### src/rtl/snake_pkg.sv
// Shared encodings for the snake input path.
// Directions, controller states and the reversal helper.
package snake_pkg;

  typedef enum logic [1:0] {
    DIR_UP    = 2'd0,
    DIR_DOWN  = 2'd1,
    DIR_LEFT  = 2'd2,
    DIR_RIGHT = 2'd3
  } dir_e;

  typedef enum logic [1:0] {
    ST_WAIT = 2'd0,
    ST_RUN  = 2'd1,
    ST_OVER = 2'd2
  } state_e;

  // UP<->DOWN and LEFT<->RIGHT differ only in bit 0
  function automatic dir_e opposite(input dir_e d);
    return dir_e'(d ^ 2'b01);
  endfunction

endpackage

### src/rtl/snake_input_ctrl_btn_debounce.sv
// One button: 2-flop sync, stability counter, debounced level
// and a single-cycle press pulse on the debounced rising edge.
module btn_debounce #(
  parameter int DEBOUNCE_CYCLES = 500000,
  parameter bit ACTIVE_LOW      = 1'b1
) (
  input  logic clk,
  input  logic rst_n,
  input  logic raw,
  output logic level,
  output logic press
);

  localparam int CW =
    (DEBOUNCE_CYCLES > 1) ? $clog2(DEBOUNCE_CYCLES) : 1;
  localparam logic [CW-1:0] CNT_MAX = CW'(DEBOUNCE_CYCLES - 1);

  logic          in_pressed;
  logic          sync1_q, sync1_d;
  logic          sync2_q, sync2_d;
  logic          stable_q, stable_d;
  logic          prev_q, prev_d;
  logic [CW-1:0] cnt_q, cnt_d;

  assign in_pressed = raw ^ ACTIVE_LOW;

  always_comb begin
    sync1_d  = in_pressed;
    sync2_d  = sync1_q;
    prev_d   = stable_q;
    stable_d = stable_q;
    cnt_d    = '0;
    if (sync2_q != stable_q) begin
      if (cnt_q == CNT_MAX) begin
        stable_d = ~stable_q;
      end else begin
        cnt_d = cnt_q + 1'b1;
      end
    end
  end

  always_ff @(posedge clk) begin
    if (!rst_n) begin
      sync1_q  <= 1'b0;
      sync2_q  <= 1'b0;
      stable_q <= 1'b0;
      prev_q   <= 1'b0;
      cnt_q    <= '0;
    end else begin
      sync1_q  <= sync1_d;
      sync2_q  <= sync2_d;
      stable_q <= stable_d;
      prev_q   <= prev_d;
      cnt_q    <= cnt_d;
    end
  end

  assign level = stable_q;
  assign press = stable_q & ~prev_q;

endmodule

### src/rtl/snake_input_ctrl.sv
// Button conditioning and start/run/over control for the snake game:
// debounced presses become a committed direction plus a step tick.
module snake_input_ctrl
  import snake_pkg::*;
#(
  parameter int DEBOUNCE_CYCLES = 500000,
  parameter int TICK_CYCLES     = 5000000,
  parameter bit BTN_ACTIVE_LOW  = 1'b1
) (
  input  logic       clock,
  input  logic       resetn,
  input  logic       up,
  input  logic       down,
  input  logic       left,
  input  logic       right,
  input  logic       game_over,
  output logic [1:0] dir,
  output logic       game_tick,
  output logic       running,
  output logic [3:0] btn_state
);

  localparam int TW = (TICK_CYCLES > 1) ? $clog2(TICK_CYCLES) : 1;
  localparam logic [TW-1:0] TICK_LAST = TW'(TICK_CYCLES - 1);

  logic [3:0] raw_btn;
  logic [3:0] press;
  logic       any_press;
  dir_e       sel;
  logic       tick_last;

  state_e     state_q, state_d;
  dir_e       dir_q, dir_d;
  dir_e       pend_q, pend_d;
  logic [TW-1:0] tcnt_q, tcnt_d;

  assign raw_btn = {up, down, left, right};

  for (genvar i = 0; i < 4; i++) begin : g_btn
    btn_debounce #(
      .DEBOUNCE_CYCLES (DEBOUNCE_CYCLES),
      .ACTIVE_LOW      (BTN_ACTIVE_LOW)
    ) u_db (
      .clk   (clock),
      .rst_n (resetn),
      .raw   (raw_btn[i]),
      .level (btn_state[i]),
      .press (press[i])
    );
  end

  assign any_press = |press;

  always_comb begin
    sel = DIR_RIGHT;
    priority case (1'b1)
      press[3]: sel = DIR_UP;
      press[2]: sel = DIR_DOWN;
      press[1]: sel = DIR_LEFT;
      default:  sel = DIR_RIGHT;
    endcase
  end

  assign tick_last = (tcnt_q == TICK_LAST);

  always_comb begin
    state_d = state_q;
    dir_d   = dir_q;
    pend_d  = pend_q;
    tcnt_d  = tcnt_q;
    unique case (state_q)
      ST_WAIT: begin
        tcnt_d = '0;
        if (any_press) begin
          dir_d   = sel;
          pend_d  = sel;
          state_d = ST_RUN;
        end
      end
      ST_RUN: begin
        if (game_over) begin
          state_d = ST_OVER;
        end else begin
          tcnt_d = tick_last ? '0 : tcnt_q + 1'b1;
          if (tick_last) dir_d = pend_q;
          // reversal judged against the committed heading
          if (any_press && sel != opposite(dir_q)) pend_d = sel;
        end
      end
      ST_OVER: begin
        if (any_press) begin
          state_d = ST_WAIT;
          dir_d   = DIR_RIGHT;
          pend_d  = DIR_RIGHT;
          tcnt_d  = '0;
        end
      end
      default: state_d = ST_WAIT;
    endcase
  end

  always_ff @(posedge clock) begin
    if (!resetn) begin
      state_q <= ST_WAIT;
      dir_q   <= DIR_RIGHT;
      pend_q  <= DIR_RIGHT;
      tcnt_q  <= '0;
    end else begin
      state_q <= state_d;
      dir_q   <= dir_d;
      pend_q  <= pend_d;
      tcnt_q  <= tcnt_d;
    end
  end

  assign dir       = dir_q;
  assign running   = (state_q == ST_RUN);
  assign game_tick = (state_q == ST_RUN) && tick_last && !game_over;

endmodule

### config.mk
export PLATFORM = sky130hd
export DESIGN_NAME = snake_input_ctrl
export DESIGN_NICKNAME = d
export VERILOG_FILES = /design/src/rtl/snake_pkg.sv /design/src/rtl/snake_input_ctrl_btn_debounce.sv /design/src/rtl/snake_input_ctrl.sv
export SDC_FILE = /design/constraint.sdc
export NUM_CORES = 1
export LEC_CHECK = 0
export ABC_AREA = 1
export BUFFER_PORTS_ARGS = -buffer_cell sky130_fd_sc_hd__buf_2
export CORE_MARGIN = 5
export CORE_UTILIZATION = 58
export DETAILED_ROUTE_END_ITERATION = 8
export PLACE_DENSITY = 0.84
export SLEW_MARGIN = 20
export SYNTH_ARGS = -nofsm -noshare
export SYNTH_HDL_FRONTEND = slang
export SYNTH_HIERARCHICAL = 1
export SYNTH_SLANG_ARGS = --single-unit
export TNS_END_PERCENT = 1
### constraint.sdc
create_clock -name clock -period 2.4 [get_ports clock]
set_clock_uncertainty 0.1 [all_clocks]
set_input_delay 0.12 -clock clock [delete_from_list [all_inputs] [get_ports clock]]
set_output_delay 0.12 -clock clock [all_outputs]
set_load 0.02 [all_outputs]
==> flow_summary_export.csv, run 1 <==
group,metric,value,unit
clocking,max-clock-path-buffers,2,
floorplanning,die_x,116,µm
floorplanning,ioPinCount,15,
clocking,path_clk_slew,50,ps
timing,fin_crit_sh,0.852,
setup_path,r2r-start,"state_q[1]$_SDFFE_PN0P_",
setup_path,start_kind,"flop",
timing,worst_pin_slew,437,ps
drt,drtIter0Drc,363,
timing,fin_crit,2050,ps
drt,via_per_inst,4.98,
finish,diodes,0,
synthesis,yosysWarnings,6,
hold_path,hp-start,"game_over",
drt,drt_wl_total,13.0,mm
hold_path,hp-class,"in -> reg",
power_and_ir_drop,power.density,733,mW/mm²
grt,grt_overflow,0,
hold_path,whs_path_depth,5,
grt,antenna_found_initial,0,
timing,maxSlewViolCount,0,
finish,stdcell_area,0.00737,mm²
setup_path,cp_data_arrival_time,1830,ps
setup_path,endpoint_kind,"primary output",
clocking,root_buffer,"clkbuf_16",
grt,grt_max_degree,22,
placed_design,globalplace.congestion,0.898,
placed_design,post-dp-hpwl,9.13,mm
synthesis,syn-cell-area,0.00653,mm²
clocking,cts_buffers,17,
setup_path,critPathKind,"reg -> out",
drt,dr.pass1.iters,5,
drt,vias,5777,
clocking,cts-htree-levels,4,
timing,finalHoldViolations,0,
grt,grt_pass1_vias,5247,
synthesis,synth_nets,990,
floorplanning,core_area,0.0109,mm²
finish,layout.cells.non_filler,1160,
grt,grt_pass1_wl,22.2,mm
drt,wl_per_cell,11.2,µm
placed_design,placed_area,0.00669,mm²
hold_path,min_to,"state_q[1]$_SDFFE_PN0P_",
placed_design,dpl.cell_count,1120,
synthesis,syn_inst,974,
setup_path,ff2ff_setup_slack,440,ps
finish,layout.nets,1024,
clocking,cts_sinks,121,
power_and_ir_drop,peakVddDrop,0.672,mV
floorplanning,die_height,116,µm
setup_path,rr_endpoint,"tcnt_q[13]$_SDFFE_PN0P_",
floorplanning,num_rows,38,
drt,drc,0,
timing,finalSetupTns,0,ps
power_and_ir_drop,leakagePower,0.00268,µW
timing,fmax,0.489,GHz
floorplanning,die_area,0.0135,mm²
drt,drt.antenna.violating_nets,0,
timing,rsz0062_at_grt,"false",
placed_design,portBuffers,14,
synthesis,synth_cell_type_count,34,
clocking,insertion_delay,410,ps
clocking,cts_tree,"yes",
timing,setup_viol,0,
floorplanning,start_util,0.597,
timing,timing.slew.headroom,0.708,
setup_path,worst-path-max-fanout,4,
setup_path,required,2180,ps
setup_path,reg2reg_depth,8,
status,status,"finished, final reports clean",
finish,area_growth_syn_to_layout,12.9,%
clocking,cts.repair.resized,0,
finish,drive_gt1_frac,0.113,
synthesis,ys_seq_area_frac,0.371,
run,cap_violations,0,
synthesis,ys_ff_latch,121,
synthesis,avgSynthCellArea,6.71,µm²
grt,globalRouteTotalUtil,0.204,
==> synth_stat cells (all sizes together) <==
cell	number	area, µm²
nor3	9	45.0
buf	9	95.1
a22oi	2	15.0
o21bai	5	86.3
xnor2	19	166
nand3	91	478
o211a	1	10.0
nand2	260	1030
dfxtp	121	2420
ha	9	113
a21oi	31	159
nor4	1	6.26
o21ai	14	70.1
mux2i	1	10.0
nand4	11	68.8
xor2	25	219
or2	9	56.3
nor2	239	1040
inv	117	442
==> cell type report <==
cell class,count,area (µm²)
fill,953,3560
clock buffer,24,502
clock inverter,7,90.1
tap,140,175
inverter,117,442
timing repair buffer,24,168
sequential,121,2420
multi-input combinational,727,3570
==> state kept, by name, summed over array words and instances, names as in the netlist <==
register / count
g_btn.u_db/cnt_q: 76
g_btn.u_db/sync1_q: 4
g_btn.u_db/prev_q: 4
g_btn.u_db/level: 4
tcnt_q: 23
state_q: 2
g_btn.u_db/sync2_q: 4
dir: 2
pend_q: 2
==> cells in the final DEF, fill, tap and decap left out, types with 5 or more instances in the layout <==
master,synthesis,layout
nand2_1,245,245
xor2_1,25,25
dlygate4sd3_1,0,9
ha_1,9,9
nand3_1,88,88
inv_2,6,6
a21oi_1,30,30
nor3_1,9,9
nor2_2,28,28
buf_2,1,14
clkbuf_8,0,5
nand4_1,11,11
nand2_2,11,11
xnor2_1,19,19
dfxtp_1,121,121
nor2_1,203,203
nor2_4,7,7
clkbuf_16,0,17
inv_1,110,110
o21ai_0,13,13
==> how the worst max path moves through the flow <==
stage | to | startpoint | slack, ps
after CTS | game_tick | tcnt_q[0]$_SDFFE_PN0P_ | 360
after global placement | tcnt_q[12]$_SDFFE_PN0P_ | state_q[1]$_SDFFE_PN0P_ | 540
after detailed placement | tcnt_q[12]$_SDFFE_PN0P_ | state_q[1]$_SDFFE_PN0P_ | 450
after global routing | game_tick | state_q[1]$_SDFFE_PN0P_ | 200
final | game_tick | tcnt_q[0]$_SDFFE_PN0P_ | 350
after floorplan | tcnt_q[21]$_SDFFE_PN0P_ | state_q[1]$_SDFFE_PN0P_ | 700
==> through the flow <==
stage / hold slack, ps / setup WS, ps / total power [µW] / util
6_report: 131 / 355 / 5400 / 0.674
5_1_grt: 189 / 200 / 5680 / 0.674
4_1_cts: 119 / 356 / 5440 / 0.674
3_5_place_dp: 180 / 453 / 2910 / 0.612
3_3_place_gp: 181 / 536 / 2890 / 0.612
2_1_floorplan: 91.2 / 699 / 2840 / -
==> critical path, stage by stage (launching register included) <==
cell     delay (ps)
dfxtp_1         370
ha_1            180
nand3_1         120
nor2_1          180
nand4_1         110
nor3_1          240
buf_2           210
==> where the power goes <==
| group | internal, µW | switching, µW | total, µW |
|---|---|---|---|
| clock | 1650 | 868 | 2520 |
| combinational | 232 | 523 | 755 |
| sequential | 2080 | 54.2 | 2130 |
| total | 3960 | 1440 | 5400 |
==> timing repair <==
action / 4_1_cts / 5_1_grt
hold endpoints to repair: 10 / 0
hold buffers: 9 / 0
setup buffers: 0 / 0
==> layer usage <==
metal / GRT usage / part of all wire / vias up
met4: 0.0773 / 0.016 / 0
met1: 0.249 / 0.48 / 2556
met5: 0 / 0 / -
li1: - / - / 3096
met3: 0.0637 / 0.046 / 19
met2: 0.338 / 0.46 / 106
==> logic make-up after synthesis <==
kind of cell | synth area share
and+or+nand+nor | 0.417
buffers and inverters | 0.0822
DFF | 0.371
AOI/OAI and AO/OA | 0.0521
xor gates and xnor gates | 0.0590
adders and majority gates | 0.0172
muxes | 0.00153
(Power assumes the default switching activity.)
==> run 2, diff against run 1 <==
- ABC_AREA: 1 -> not set
==> flow_summary_export.csv, run 2 <==
group,metric,value,unit
synthesis,synth_nets,656,
synthesis,synth_top_area_cell,"dfxtp_1",
power_and_ir_drop,power.density,758,mW/mm²
drt,via_per_inst,5.77,
timing,fin_crit_sh,0.955,
synthesis,synth_area_leaders,"dfxtp_1 42%, xnor2_1 7.3%, nor2_1 6.9%, xor2_1 5.6%, nand4_1 4.0%",
power_and_ir_drop,p_int,3770,µW
timing,fin_crit,2290,ps
synthesis,yosys-top-cells-count,"121 x dfxtp_1, 106 x nor2_1, 48 x xnor2_1",
synthesis,syn_inst,640,
finish,layout.nets,692,
finish,mostFrequentLayoutCells,"121 x dfxtp_1, 106 x nor2_1, 48 x xnor2_1",
finish,regMostFlops,"g_btn.u_db/cnt_q",
drt,drc,0,
setup_path,reg2reg_depth,8,
synthesis,syn-cell-area,0.00577,mm²
drt,drt.antenna.violating_nets,0,
clocking,cts_tree,"yes",
finish,layout.cells.non_filler,821,
placed_design,post-dp-hpwl,7.85,mm
synthesis,yosysWarnings,6,
clocking,insertion_delay,520,ps
setup_path,endpoint_kind,"flop",
synthesis,ys_ff_latch,121,
power_and_ir_drop,switching_share,0.249,
clocking,cts_sinks,121,
synthesis,yosysMostFrequentCell,"dfxtp_1",
hold_path,whs_path_depth,3,
finish,mostFrequentLayoutCell,"dfxtp_1",
finish,multiInputGateArea,0.00321,mm²
floorplanning,ioPinCount,15,
grt,globalRouteTotalUtil,0.212,
setup_path,worst-path-max-fanout,11,
timing,fmax,0.437,GHz
finish,largest_reg_flops,76,
grt,grt_pass1_vias,4452,
placed_design,globalplace.congestion,0.882,
floorplanning,die_area,0.0120,mm²
timing,holdWs,245,ps
setup_path,critPathKind,"reg -> reg",
floorplanning,start_util,0.593,
timing,worst_pin_slew,682,ps
setup_path,start_kind,"flop",
grt,grt_max_degree,34,
run,cap_violations,0,
finish,top_regs,"g_btn.u_db/cnt_q: 76 flops, tcnt_q: 23 flops",
setup_path,cp_data_arrival_time,2590,ps
finish,nFillCells,769,
synthesis,synth-edff-count,0,
floorplanning,die_x,110,µm
power_and_ir_drop,combPwrFrac,0.120,
clocking,path_clk_slew,50,ps
floorplanning,core_area,0.00973,mm²
timing,maxSlewViolCount,0,
setup_path,required,2690,ps
status,status,"finished, final reports clean",
finish,area_growth_syn_to_layout,14.7,%
timing,timing.slew.headroom,0.545,
timing,setup_viol,0,
synthesis,synth_ff_type,"dfxtp_1",
grt,grt_overflow,0,
placed_design,portBuffers,14,
power_and_ir_drop,clock_power_share,0.463,
clocking,root_buffer,"clkbuf_8",
power_and_ir_drop,peakVddDrop,0.473,mV
timing,finalHoldViolations,0,
drt,drt_wl_total,11.9,mm
finish,drive_gt1_frac,0.128,
clocking,cts-htree-levels,4,
power_and_ir_drop,seqPwrFrac,0.417,
drt,wl_per_cell,14.5,µm
drt,drtIter0Drc,396,
clocking,max-clock-path-buffers,2,
drt,vias,4735,
placed_design,dpl.cell_count,778,
floorplanning,num_rows,36,
drt,dr.pass1.iters,5,
power_and_ir_drop,p_switching,1250,µW
power_and_ir_drop,power,5020,µW
clocking,cts_buffers,17,
power_and_ir_drop,leakagePower,0.00222,µW
synthesis,ys_seq_area_frac,0.420,
finish,diodes,0,
grt,grt_pass1_wl,20.2,mm
synthesis,synth_cell_type_count,52,
grt,antenna_found_initial,0,
floorplanning,die_height,110,µm
placed_design,place_ws,209,ps
synthesis,avgSynthCellArea,9.02,µm²
finish,ff_latch_area,0.00242,mm²
synthesis,async_reset_ff_frac,0,
synthesis,synth_top_area_share,0.420,
timing,final.setup.worst_slack,109,ps
hold_path,hp-class,"in -> reg",
[run 2: cell count changes after synthesis, sizes merged, moves of 31 or more]
cell | previous run | this run
nor2 | 239 | 106
nand2 | 260 | 45
inv | 117 | 21
nand4 | 11 | 42
nand3 | 91 | 29
nor4 | 1 | 36
[run 2: through the flow]
stage          utilization  instance area [µm²]  TNS, ps
2_1_floorplan            -                 5770        0
3_3_place_gp         0.612                 5960        0
3_5_place_dp         0.612                 5960        0
4_1_cts              0.678                 6600        0
5_1_grt              0.681                 6620    -6.59
6_report             0.681                 6620        0
[run 2: kinds of logic (layout without fill, tap and decap cells)]
logic type	Yosys count	in the layout	share of synthesized area
AND/OR/NAND/NOR	336	336	0.324
flip-flops	121	121	0.420
XOR/XNOR	85	85	0.129
AO/OA/AOI/OAI	46	46	0.0644
buffers and inverters	33	81	0.0264
multiplexers	10	10	0.0176
adder cells (fa/ha/maj)	9	9	0.0195
[run 2: path summary, 6_finish.rpt]
check	endpoint	from	slack, ps
worst min-delay path	g_btn[2].u_db/sync1_q$_SDFF_PN0_	down	250
worst max register to register	tcnt_q[9]$_SDFFE_PN0P_	g_btn[1].u_db/level$_SDFFE_PN0P_	110
worst min register to register	g_btn[3].u_db/sync2_q$_SDFF_PN0_	g_btn[3].u_db/sync1_q$_SDFF_PN0_	340
worst max-delay path	tcnt_q[9]$_SDFFE_PN0P_	g_btn[1].u_db/level$_SDFFE_PN0P_	110
[run 2: power groups by stage]
| stage | Combinational, µW | Sequential [µW] | Clock [µW] |
|---|---|---|---|
| 6_report | 602 | 2090 | 2320 |
| 2_1_floorplan | 425 | 2130 | 0 |
| 5_1_grt | 655 | 2100 | 2470 |
| 3_5_place_dp | 569 | 2130 | 0 |
| 4_1_cts | 598 | 2090 | 2380 |
| 3_3_place_gp | 552 | 2130 | 0 |
[run 2: worst max-delay path: stages (launching register included)]
cell and delay (ps):
dfxtp_1 370, nor2b_1 470, nor4_4 130, buf_4 180
a21oi_4 290, buf_4 240, nand4_1 140, xor2_1 190
nor2_1 60
[run 2: what timing repair did]
item,4_1_cts,5_1_grt
setup endpoints to repair,0,3
hold endpoints to repair,16,0
hold buffers,10,0
resized for setup,0,3
buffers inserted,0,2
[run 2: metal layers]
layer	vias to the layer above	share of wire	global-route usage
met5	-	0	0
met4	0	0.019	0.0935
met3	19	0.042	0.0528
met2	125	0.50	0.364
met1	2239	0.44	0.248
li1	2352	-	-
[run 2: area by class of cell]
class	count	area share
multi-input combinational	486	0.484
sequential	121	0.366
clock buffer	22	0.0669
timing repair buffer	29	0.0314
tap	133	0.0251
clock inverter	9	0.0151
inverter	21	0.0119
==> run 3, diff against run 2 <==
==> constraint.sdc (replaced) <==
create_clock -name clock -period 2.4 [get_ports clock]
set_clock_uncertainty 0.1 [all_clocks]
set_input_delay 0.36 -clock clock [delete_from_list [all_inputs] [get_ports clock]]
set_output_delay 0.36 -clock clock [all_outputs]
set_load 0.02 [all_outputs]
==> flow_summary_export.csv, run 3 (synthesis results as in run 2) <==
group,metric,value,unit
finish,final_core_util,0.680,
power_and_ir_drop,switching_share,0.241,
finish,drive_gt1_frac,0.134,
finish,diodes,0,
floorplanning,die_area,0.0120,mm²
grt,grt_pass1_wl,20.1,mm
clocking,cts_sinks,121,
finish,regMostFlops,"g_btn.u_db/cnt_q",
timing,timing.slew.headroom,0.551,
setup_path,cp_cell_sequence,"nor4_2, and4_1, nand4_1, nor2_2, buf_4",
clocking,path_clk_slew,50,ps
finish,area_growth_syn_to_layout,14.6,%
grt,globalRouteTotalUtil,0.209,
grt,grt_pass1_vias,4540,
power_and_ir_drop,peakVddDrop,0.625,mV
grt,grt_overflow,0,
setup_path,ff2ff_setup_slack,190,ps
clocking,root_buffer,"clkbuf_8",
power_and_ir_drop,p_int,3950,µW
setup_path,endpoint_kind,"primary output",
floorplanning,die_height,110,µm
status,status,"finished, final reports clean",
timing,finalHoldViolations,0,
floorplanning,num_rows,36,
drt,dr.pass1.iters,4,
finish,mostFrequentLayoutCells,"120 x dfxtp_1, 104 x nor2_1, 48 x xnor2_1",
setup_path,worst-path-max-fanout,5,
timing,fmax,0.438,GHz
placed_design,globalplace.congestion,0.900,
setup_path,required,1940,ps
placed_design,post-dp-hpwl,7.93,mm
setup_path,start_kind,"flop",
clocking,max-clock-path-buffers,2,
timing,worst_pin_slew,673,ps
drt,drt.antenna.violating_nets,0,
finish,mostFrequentLayoutCell,"dfxtp_1",
floorplanning,die_x,110,µm
power_and_ir_drop,power.density,787,mW/mm²
timing,setup_viol,0,
setup_path,critPathKind,"reg -> out",
clocking,cts_buffers,17,
finish,layout.nets,684,
drt,drc,0,
placed_design,portBuffers,14,
grt,antenna_found_initial,0,
drt,drt_wl_total,11.7,mm
power_and_ir_drop,clock_power_share,0.485,
floorplanning,ioPinCount,15,
drt,wl_per_cell,14.3,µm
finish,top_regs,"g_btn.u_db/cnt_q: 76 flops, tcnt_q: 23 flops",
grt,grt_max_degree,34,
run,cap_violations,0,
clocking,cts-htree-levels,4,
timing,fin_crit,2280,ps
timing,fin_crit_sh,0.951,
drt,vias,4638,
power_and_ir_drop,p_switching,1260,µW
drt,drtIter0Drc,333,
clocking,insertion_delay,520,ps
timing,finalSetupTns,0,ps
finish,largest_reg_flops,76,
floorplanning,core_area,0.00973,mm²
setup_path,cp_data_arrival_time,1820,ps
power_and_ir_drop,leakagePower,0.00221,µW
power_and_ir_drop,seqPwrFrac,0.402,
power_and_ir_drop,combPwrFrac,0.114,
clocking,postCtsSetupBuffers,0,
floorplanning,start_util,0.593,
clocking,cts_tree,"yes",
hold_path,hp-class,"in -> reg",
setup_path,max_stage_delay,350,ps
drt,via_per_inst,5.70,
timing,maxSlewViolCount,0,
setup_path,slowest_stage,"dfxtp_2",
==> run 3: per-layer routing <==
metal | wire length, µm | vias to the layer above | global-route usage
met5 | 0 | - | 0
li1 | - | 2328 | -
met1 | 5110 | 2203 | 0.238
met2 | 5890 | 85 | 0.356
met3 | 436 | 22 | 0.0669
met4 | 218 | 0 | 0.0908
==> run 3: worst max-delay path, delay by kind of cell, from the launching register on <==
family	cells	cell delay, ps
buf+inv	1	150
simple gates	4	810
flops	1	350
==> run 3: path summary, 6_finish.rpt <==
path	start	to	depth (start not counted)
worst min register to register	g_btn[2].u_db/sync1_q$_SDFF_PN0_	g_btn[2].u_db/sync2_q$_SDFF_PN0_	1
worst min-delay path	game_over	state_q[1]$_SDFFE_PN0P_	3
worst max-delay path	tcnt_q[7]$_SDFFE_PN0P_	game_tick	5
worst max register to register	state_q[1]$_SDFFE_PN0P_	tcnt_q[21]$_SDFFE_PN0P_	7
==> run 3: power by group through the flow <==
stage	sequential [µW]	clock [µW]	combinational [µW]
floorplan	2130	0	425
global placement	2130	0	550
detailed placement	2130	0	580
CTS	2090	2560	589
global route	2100	2670	656
finish	2090	2520	592
==> run 3: what timing repair did <==
item,CTS,global route
endpoints found under the hold margin,4,0
hold buffers,4,0
endpoints found under the setup margin,0,1
gates resized for setup,0,7
==> run 3: stage by stage <==
stage	setup slack [ps]	instance area, µm²	cells	hold WS, ps	total power, µW
global placement	339	5960	778	314	2680
finish	117	6620	813	26.9	5210
detailed placement	232	5960	778	323	2710
CTS	22.2	6590	813	0.496	5240
floorplan	308	5770	640	312	2560
global route	-67.8	6620	813	57.6	5420
==> run 3: final cells by class <==
type / instances / area, µm²
inverter: 21 / 78.8
sequential: 121 / 2420
timing repair buffer: 21 / 135
clock buffer: 23 / 477
multi-input combinational: 486 / 3220
clock inverter: 8 / 118
fill: 742 / 3110
tap: 133 / 166
